`config.mk`:
```
export PLATFORM = sky130hd
export DESIGN_NAME = uart_tx_arbiter
export DESIGN_NICKNAME = d
export VERILOG_FILES = /design/src/rtl/uart_arb_pkg.sv /design/src/rtl/uart_tx_arbiter_rr_pick.sv /design/src/rtl/uart_tx_arbiter.sv
export SDC_FILE = /design/constraint.sdc
export NUM_CORES = 1
export LEC_CHECK = 0
export ABC_CLOCK_PERIOD_IN_PS = 2600
export BUFFER_PORTS_ARGS = -buffer_cell sky130_fd_sc_hd__buf_2
export CORE_MARGIN = 2
export CORE_UTILIZATION = 32
export DETAILED_ROUTE_END_ITERATION = 12
export GPL_ROUTABILITY_DRIVEN = 0
export PLACE_DENSITY = 0.55
export SLEW_MARGIN = 40
export SYNTH_ARGS = -nofsm -noshare
export SYNTH_HDL_FRONTEND = slang
export SYNTH_HIERARCHICAL = 1
export SYNTH_SLANG_ARGS = --single-unit
```
`constraint.sdc`:
```
create_clock -name clk -period 2.6 [get_ports clk]
set_input_delay 0.13 -clock clk [delete_from_list [all_inputs] [get_ports clk]]
set_output_delay 0.13 -clock clk [all_outputs]
set_load 0.02 [all_outputs]
```
`src/rtl/uart_arb_pkg.sv`:
```
// Shared types and constants for the UART transmit arbiter.
package uart_arb_pkg;

  typedef enum logic [1:0] {
    IDLE,
    GRANT,
    START,
    SEND
  } arb_state_t;

  typedef logic [7:0] byte_t;

  localparam int unsigned ARB_MAX_REQ = 8;

  // One-hot decode of a requester index, sized for the largest configuration.
  function automatic logic [ARB_MAX_REQ-1:0] idx_to_onehot(input logic [2:0] idx);
    logic [ARB_MAX_REQ-1:0] oh;
    oh = '0;
    oh[idx] = 1'b1;
    return oh;
  endfunction

endpackage

```
`src/rtl/uart_tx_arbiter_rr_pick.sv`:
```
// rr_pick: combinational round-robin priority encoder. Returns the first set
// request at or above ptr, wrapping past N_REQ-1 back to 0.
module rr_pick
  import uart_arb_pkg::*;
#(
  parameter int unsigned N_REQ = 2
) (
  input  logic [N_REQ-1:0]         req,
  input  logic [$clog2(N_REQ)-1:0] ptr,
  output logic                     found,
  output logic [$clog2(N_REQ)-1:0] idx
);

  localparam int unsigned IDX_W = $clog2(N_REQ);

  // Candidate index with one spare bit so ptr+k can be wrapped by subtraction.
  logic [IDX_W:0] cand;

  // Scan N_REQ candidates starting at ptr; the first hit wins.
  always_comb begin
    found = 1'b0;
    idx   = '0;
    cand  = '0;
    for (int unsigned k = 0; k < N_REQ; k++) begin
      cand = {1'b0, ptr} + (IDX_W+1)'(k);
      if (cand >= (IDX_W+1)'(N_REQ)) begin
        cand = cand - (IDX_W+1)'(N_REQ);
      end
      if (!found && req[cand[IDX_W-1:0]]) begin
        found = 1'b1;
        idx   = cand[IDX_W-1:0];
      end
    end
  end

endmodule

```
`src/rtl/uart_tx_arbiter.sv`:
```
// uart_tx_arbiter: shares one UART transmitter between N_REQ valid/ready byte
// sources. Round-robin, packet-granular grants with a per-grant burst limit.
// Optional stall timeout enabled by defining UART_TX_ARB_TIMEOUT_EN.
module uart_tx_arbiter
  import uart_arb_pkg::*;
#(
  parameter int unsigned N_REQ     = 2,
  parameter int unsigned MAX_BURST = 16,
  parameter int unsigned TIMEOUT   = 1023
) (
  input  logic                     clk,
  input  logic                     rst,
  input  logic [N_REQ-1:0]         req_valid,
  input  logic [8*N_REQ-1:0]       req_data,
  input  logic [N_REQ-1:0]         req_last,
  output logic [N_REQ-1:0]         req_ready,
  output logic [N_REQ-1:0]         grant,
  output logic [$clog2(N_REQ)-1:0] grant_idx,
  output logic [7:0]               tx_data,
  output logic                     tx_start,
  input  logic                     tx_busy
);

  localparam int unsigned IDX_W = $clog2(N_REQ);

  if (N_REQ < 2 || N_REQ > ARB_MAX_REQ) begin : g_bad_n_req
    $error("uart_tx_arbiter: N_REQ must be in 2..8");
  end
  if (MAX_BURST < 1 || MAX_BURST > 255) begin : g_bad_max_burst
    $error("uart_tx_arbiter: MAX_BURST must be in 1..255");
  end
  if (TIMEOUT < 1) begin : g_bad_timeout
    $error("uart_tx_arbiter: TIMEOUT must be at least 1");
  end

  arb_state_t       state_q;
  arb_state_t       state_d;
  logic [IDX_W-1:0] ptr_q;
  logic [7:0]       burst_q;
  logic             last_q;

  logic             pick_found;
  logic [IDX_W-1:0] pick_idx;
  logic [IDX_W-1:0] next_ptr;

  logic             owner_valid;
  logic             owner_last;
  byte_t            owner_data;

  logic             handshake;
  logic             do_release;
  logic             timeout_hit;

  rr_pick #(
    .N_REQ (N_REQ)
  ) u_rr_pick (
    .req   (req_valid),
    .ptr   (ptr_q),
    .found (pick_found),
    .idx   (pick_idx)
  );

  // Owner's stream, selected by the one-hot grant register.
  always_comb begin
    owner_valid = 1'b0;
    owner_last  = 1'b0;
    owner_data  = '0;
    for (int unsigned i = 0; i < N_REQ; i++) begin
      if (grant[i]) begin
        owner_valid = req_valid[i];
        owner_last  = req_last[i];
        owner_data  = req_data[8*i +: 8];
      end
    end
  end

  assign next_ptr = (grant_idx == IDX_W'(N_REQ - 1)) ? '0 : grant_idx + 1'b1;

`ifdef UART_TX_ARB_TIMEOUT_EN
  localparam int unsigned TO_W = $clog2(TIMEOUT + 1);

  logic [TO_W-1:0] to_cnt_q;

  // Hit on the TIMEOUT-th consecutive stalled cycle spent in GRANT.
  assign timeout_hit = (state_q == GRANT) && !owner_valid &&
                       (to_cnt_q == TO_W'(TIMEOUT - 1));

  // Count consecutive GRANT cycles in which the owner presents nothing.
  always_ff @(posedge clk) begin
    if (rst || state_q != GRANT || owner_valid) begin
      to_cnt_q <= '0;
    end else begin
      to_cnt_q <= to_cnt_q + 1'b1;
    end
  end
`else
  assign timeout_hit = 1'b0;
`endif

  // State register.
  always_ff @(posedge clk) begin
    if (rst) begin
      state_q <= IDLE;
    end else begin
      state_q <= state_d;
    end
  end

  // Next-state logic.
  always_comb begin
    state_d = state_q;
    case (state_q)
      IDLE: begin
        if (pick_found) begin
          state_d = GRANT;
        end
      end
      GRANT: begin
        if (handshake) begin
          state_d = START;
        end else if (do_release) begin
          state_d = IDLE;
        end
      end
      START: begin
        state_d = SEND;
      end
      SEND: begin
        if (!tx_busy) begin
          state_d = do_release ? IDLE : GRANT;
        end
      end
      default: begin
        state_d = IDLE;
      end
    endcase
  end

  // Handshake, ready and release decode from registered state.
  always_comb begin
    req_ready  = '0;
    handshake  = 1'b0;
    do_release = 1'b0;
    case (state_q)
      GRANT: begin
        if (!tx_busy) begin
          req_ready = grant & req_valid;
        end
        handshake  = owner_valid && !tx_busy;
        do_release = timeout_hit;
      end
      SEND: begin
        do_release = !tx_busy && (last_q || burst_q == 8'(MAX_BURST));
      end
      default: begin
      end
    endcase
  end

  // Grant, pointer, burst count and UART byte registers.
  always_ff @(posedge clk) begin
    if (rst) begin
      grant     <= '0;
      grant_idx <= '0;
      tx_data   <= '0;
      tx_start  <= 1'b0;
      ptr_q     <= '0;
      burst_q   <= '0;
      last_q    <= 1'b0;
    end else begin
      tx_start <= 1'b0;
      if (state_q == IDLE && pick_found) begin
        grant     <= N_REQ'(idx_to_onehot(3'(pick_idx)));
        grant_idx <= pick_idx;
      end
      if (handshake) begin
        tx_data  <= owner_data;
        tx_start <= 1'b1;
        burst_q  <= burst_q + 8'd1;
        last_q   <= owner_last;
      end
      if (do_release) begin
        ptr_q     <= next_ptr;
        burst_q   <= '0;
        grant     <= '0;
        grant_idx <= '0;
      end
    end
  end

endmodule
```
Yosys cells after proc, flatten, opt, wreduce, memory -nomap -nowiden
Index checks and enable logic that the tools add are counted.
Word-level totals
  bits in registers: 24
  input port bits: 23
  output and inout bits: 14
  logic and storage cells: 68
Cells by class
  add/sub/neg operators: 5
  order comparisons: 6
  equality and inequality tests: 7
  muxes and demuxes: 30
  bitwise gates (word level): 1
  reduce and logical (&&, ||, !) cells: 11
Operator list (count)
  $mux W1: 20
  $mux W8: 2
  $mux W2: 6
  $add A8 B1 Y8 const B: 1
  $eq A8 B5 Y1 const B: 1
  $pmux W2 S4: 1
  $logic_and A1 B1 Y1: 5
  $eq A2 B2 Y1 const B: 2
  $lt A1 B2 Y1 const B: 2
  $lt A1 B4 Y1 const B: 1
  $ne A2 B2 Y1 const B: 2
  $ne A3 B3 Y1 const B: 1
  $reduce_and A3 Y1: 1
  $add A1 B1 Y2 const B: 1
  $and A2 B2 Y2: 1
  $eq A2 B1 Y1 const B: 1
  $ge A1 B2 Y1 const B: 1
  $ge A2 B2 Y1 const B: 1
  $logic_not A1 Y1: 2
  $logic_not A2 Y1: 1
  $reduce_or A2 Y1: 1
  $sub A1 B1 Y1 const B: 2
  $add A1 B1 Y1 const B: 1
  $demux W1 S1: 1
  other kinds (2): 2

Longest topological paths before layout
  word-level depth: 12
  gate-level depth with buffers: 6
  gate-level depth less buffers: 6

By module
The synthesis kept the hierarchy.
Modules (own cells, without submodules)
  uart_tx_arbiter: instances 1, cells each 126, area an instance 1069.8 um^2, sequential area each 460.4 um^2
  rr_pick: instances 1, cells each 3, area an instance 17.5 um^2, sequential area each 0.0 um^2

Worst setup path after synthesis
OpenSTA, ideal clock, no wires.
  kind: register to register
  start point: reg state_q[0]
  end point: reg burst_q[5]
  setup time: 73 ps
  arrival time: 1702 ps
  required time: 2527 ps
  slack: 825 ps
  cell stages (with the launch flop): 6
  path buffers: 1
  period minus slack after synthesis: 1775 ps
  cells stage by stage: dfxtp_1 -> or3b_4 -> a21o_1 -> buf_6 -> or4_1 -> a21oi_1
On the way
  word-level cells in the longest chain between the ends: 3
  elaborated cells on any way between the ends: 5
  classes of those cells: 2 x eq/ne; 2 x mux; 1 x reduce/logical
Ends and longest elaborated chain
  from (decl): RTL line uart_tx_arbiter.sv:36  | arb_state_t state_q;
  from (signal assigned): RTL line uart_tx_arbiter.sv:105  | state_q <= state_d;
  $eq A2 B2 Y1: RTL line uart_tx_arbiter.sv:144  | case (state_q)
  $mux W1: RTL line uart_tx_arbiter.sv:144
  $reduce_or A2 Y1 (no source line)
  to (signal assigned): RTL line uart_tx_arbiter.sv:179  | burst_q <= burst_q + 8'd1;
  to (decl): RTL line uart_tx_arbiter.sv:39  | logic [7:0] burst_q;
Several ways; a longest one is shown, not always the timed one.
A chain may end at the register's enable or synchronous reset.

Worst setup path in the final report
  start point: reg grant[1]
  end point: reg burst_q[7]
On the way
  word-level cells in the longest chain between the ends: 3
Ends and longest elaborated chain
  from (decl): RTL line uart_tx_arbiter.sv:17  | output logic [N_REQ-1:0] grant,
  from (signal assigned): RTL line uart_tx_arbiter.sv:173  | grant <= N_REQ'(idx_to_onehot(3'(pick_idx)));
  $mux W1: RTL line uart_tx_arbiter.sv:69  | if (grant[i]) begin
  $logic_and A1 B1 Y1: RTL line uart_tx_arbiter.sv:149  | handshake = owner_valid && !tx_busy;
  $mux W1: RTL line uart_tx_arbiter.sv:144
No other way between the ends.

==> flow_summary.json <==
{
  "stdcell_area_mm2": 0.00133,
  "synth.cell_area_mm2": 0.00109,
  "layout-drive-gt1-share_pct": 27.4,
  "clockBufferDepth": 2,
  "maxCapViolations": 0,
  "drt_iter0_markers": 39,
  "p_per_area_mw_per_mm2": 468,
  "layout.nets": 190,
  "grt_max_degree": 19,
  "grt_first_pass_wirelength_um": 4440,
  "gr-total-overflow": 0,
  "cts_resized": 0,
  "dpl.hpwl_um": 1970,
  "endpoint_kind": "flop",
  "setup_tns_ns": 0,
  "p_leak_nw": 0.532,
  "tightestPinTransition_ns": 0.587,
  "synth_mux_area_share_pct": 1.84,
  "ant_nets": 0,
  "die_area_mm2": 0.00388,
  "cts_hold_buf": 0,
  "slew_viol_final": 0,
  "fp.coreArea_mm2": 0.00331,
  "areaGrowthSynthToFinish_pct": 22.3,
  "row_count": 21,
  "startpoint_type": "flop",
  "dp.cells": 206,
  "fp.dieW_um": 62.3,
  "skew_ns": 0.00519,
  "seqPwrFrac_pct": 59.7,
  "fillerInstances": 364,
  "status": "completed",
  "irDropWorstVdd_uv": 193,
  "slew_headroom_pct": 60.8,
  "wl_um": 2550,
  "diodes": 0,
  "min_path_type": "input pin to flop",
  "sw_frac_of_total_pct": 27.2,
  "rsz0062_at_grt": "no",
  "port_buffers": 36,
  "io_pins": 37,
  "die_h_um": 62.3,
  "synthSimpleGateAreaFrac_pct": 25.8,
  "cp_max_fo": 18,
  "vias": 1031,
  "syn_avg_cell_area_um2": 8.43,
  "yosysWarnings": 6,
  "clockRootBuffer": "clkbuf_4",
  "cts_tree": "yes",
  "cts_sinks": 23,
  "drtPass1Iterations": 4,
  "fmax_mhz": 483,
  "finalHoldViolCount": 0,
  "crit_required_ns": 2.86,
  "final.min_clock_period_ns": 2.07,
  "critPathArrivalTime_ns": 2.33,
  "routedWlPerCell_um": 12.1,
  "synth.net_count": 154,
  "finalSetupViolCount": 0,
  "drc_errors": 0,
  "synth-seq-cells": 23,
  "clkPwrFrac_pct": 27.6,
  "initial_utilization_pct": 32.8,
  "ys_seq_area_share_pct": 42.3,
  "cts_setup_buffers": 0,
  "grt_util_all_layers_pct": 13.9,
  "p_int_mw": 0.453,
  "fin_crit_sh_pct": 79.6,
  "clk-insertion-delay-late_ns": 0.32,
  "cts_inserted_buffers": 3,
  "synth_top_family_by_area": "simple AND/OR/NAND/NOR gates",
  "synthXorXnorAreaFrac_pct": 3.22,
  "finalNonFillerCells": 210,
  "crit_type": "flop to flop",
  "grt_pass1_vias": 1044,
  "htree_levels": 1,
  "antenna_found_initial": 0,
  "synth_fa_ha_area_share_pct": 2.30,
  "synth_compound_area_share_pct": 18.6,
  "place_area_mm2": 0.00130,
  "path_clk_slew_ns": 0.13,
  "viasPerCell": 4.91,
  "syn_inst": 129,
  "seq_area_um2": 460,
  "ys_types": 33,
  "p_sw_mw": 0.169,
  "power.share.combinational_pct": 12.7,
  "multi_input_area_um2": 563
}
==> registers in the layout, summed over array words and instances, names as in the netlist, named ones only <==
name	count
state_q	1
burst_q	8
ptr_q	1
tx_data	8
last_q	1
tx_start	1
grant	2
==> final timing paths <==
| kind | end | slack (ns) | cells after the start | from |
|---|---|---|---|---|
| setup reg to reg | burst_q[7]$_SDFFE_PP0P_ | 0.53 | 4 | grant[1]$_SDFFE_PP0P_ |
| hold / removal | tx_data[2]$_SDFFE_PP0P_ | 0.10 | 3 | req_data[2] |
| setup / recovery | burst_q[7]$_SDFFE_PP0P_ | 0.53 | 4 | grant[1]$_SDFFE_PP0P_ |
| hold reg to reg | tx_data[1]$_SDFFE_PP0P_ | 0.50 | 2 | tx_data[1]$_SDFFE_PP0P_ |
==> layout by cell type (no fill, tap or decap), types with 2 or more instances in the layout <==
cell type   n
a211oi_1    2
a21o_1      2
a21oi_1    10
a221oi_1    9
buf_2      36
buf_4       2
clkbuf_4    3
dfxtp_1    23
ha_1        2
inv_1       7
mux2i_1     2
nand2_1     8
nand3_1     4
nor2_1     18
nor2b_1     2
nor3_1     12
o31ai_1     2
or4_1       2
xnor2_1     4
==> power by group through the flow <==
stage	combinational (mW)	clock, mW	sequential [mW]
floorplan	0.0413	0	0.384
global placement	0.0779	0	0.379
global route	0.0866	0.193	0.374
finish	0.0789	0.172	0.372
detailed placement	0.0794	0	0.380
CTS	0.0797	0.179	0.372
==> through the flow <==
step	setup slack [ns]	power (mW)	hold WS, ns	utilization [%]
after floorplan	0.825	0.425	0.209	-
after global placement	0.631	0.457	0.429	39.3
after detailed placement	0.530	0.459	0.444	39.3
after CTS	0.517	0.631	0.0979	40.2
after global routing	0.355	0.654	0.103	40.2
final	0.531	0.622	0.103	40.2
==> synth_stat cells <==
cell	count	share of area (%)
o221a_2	1	1.0
o21ai_1	1	0.46
nor2b_1	2	1.2
buf_4	1	0.69
or4_1	2	1.4
and4_1	1	0.81
mux2i_1	2	1.8
a21o_1	2	1.4
nor2_1	18	6.2
nor3b_1	1	0.69
nor3_1	12	5.5
xnor2_1	4	3.2
clkbuf_1	4	1.4
o21ai_0	1	0.46
or2_2	1	0.58
nand2_1	8	2.8
a211oi_1	2	1.4
or3b_4	1	1.0
nand3b_1	1	0.69
inv_1	7	2.4
a21boi_1	1	0.69
or4bb_1	1	1.0
a21oi_1	10	4.6
nor4bb_1	1	0.92
o31ai_1	2	1.4
ha_1	2	2.3
nand3_1	4	1.8
buf_6	1	1.0
buf_1	1	0.34
nor4_1	1	0.58
or2_1	1	0.58
a221oi_1	9	7.3
dfxtp_1	23	42
==> logic make-up after synthesis <==
kind of cell | count (synthesis)
DFF | 23
muxes | 2
xor gates and xnor gates | 4
adders and majority gates | 2
and+or+nand+nor | 55
buffers and inverters | 14
AOI/OAI and AO/OA | 29
==> layer usage <==
layer / track usage (%) / wire length, um / up-vias
li1: - / - / 537
met1: 17.1 / 1190 / 465
met2: 24.0 / 1210 / 25
met3: 2.36 / 102 / 4
met4: 5.83 / 38 / 0
met5: 0 / 0 / -
==> area by class of cell <==
| class | count | area share [%] |
|---|---|---|
| multi-input combinational | 92 | 42.3 |
| sequential | 23 | 34.6 |
| timing repair buffer | 38 | 14.7 |
| tap | 46 | 4.33 |
| inverter | 7 | 1.98 |
| clock buffer | 3 | 1.69 |
| clock inverter | 1 | 0.376 |
==> worst max-delay path, stage by stage, from the launching register on <==
cell,delay (ns)
dfxtp_1,0.66
nand2_1,0.24
a21o_1,0.40
or4_1,0.56
a21oi_1,0.15
Note: power is estimated with default switching activity, not from simulation.
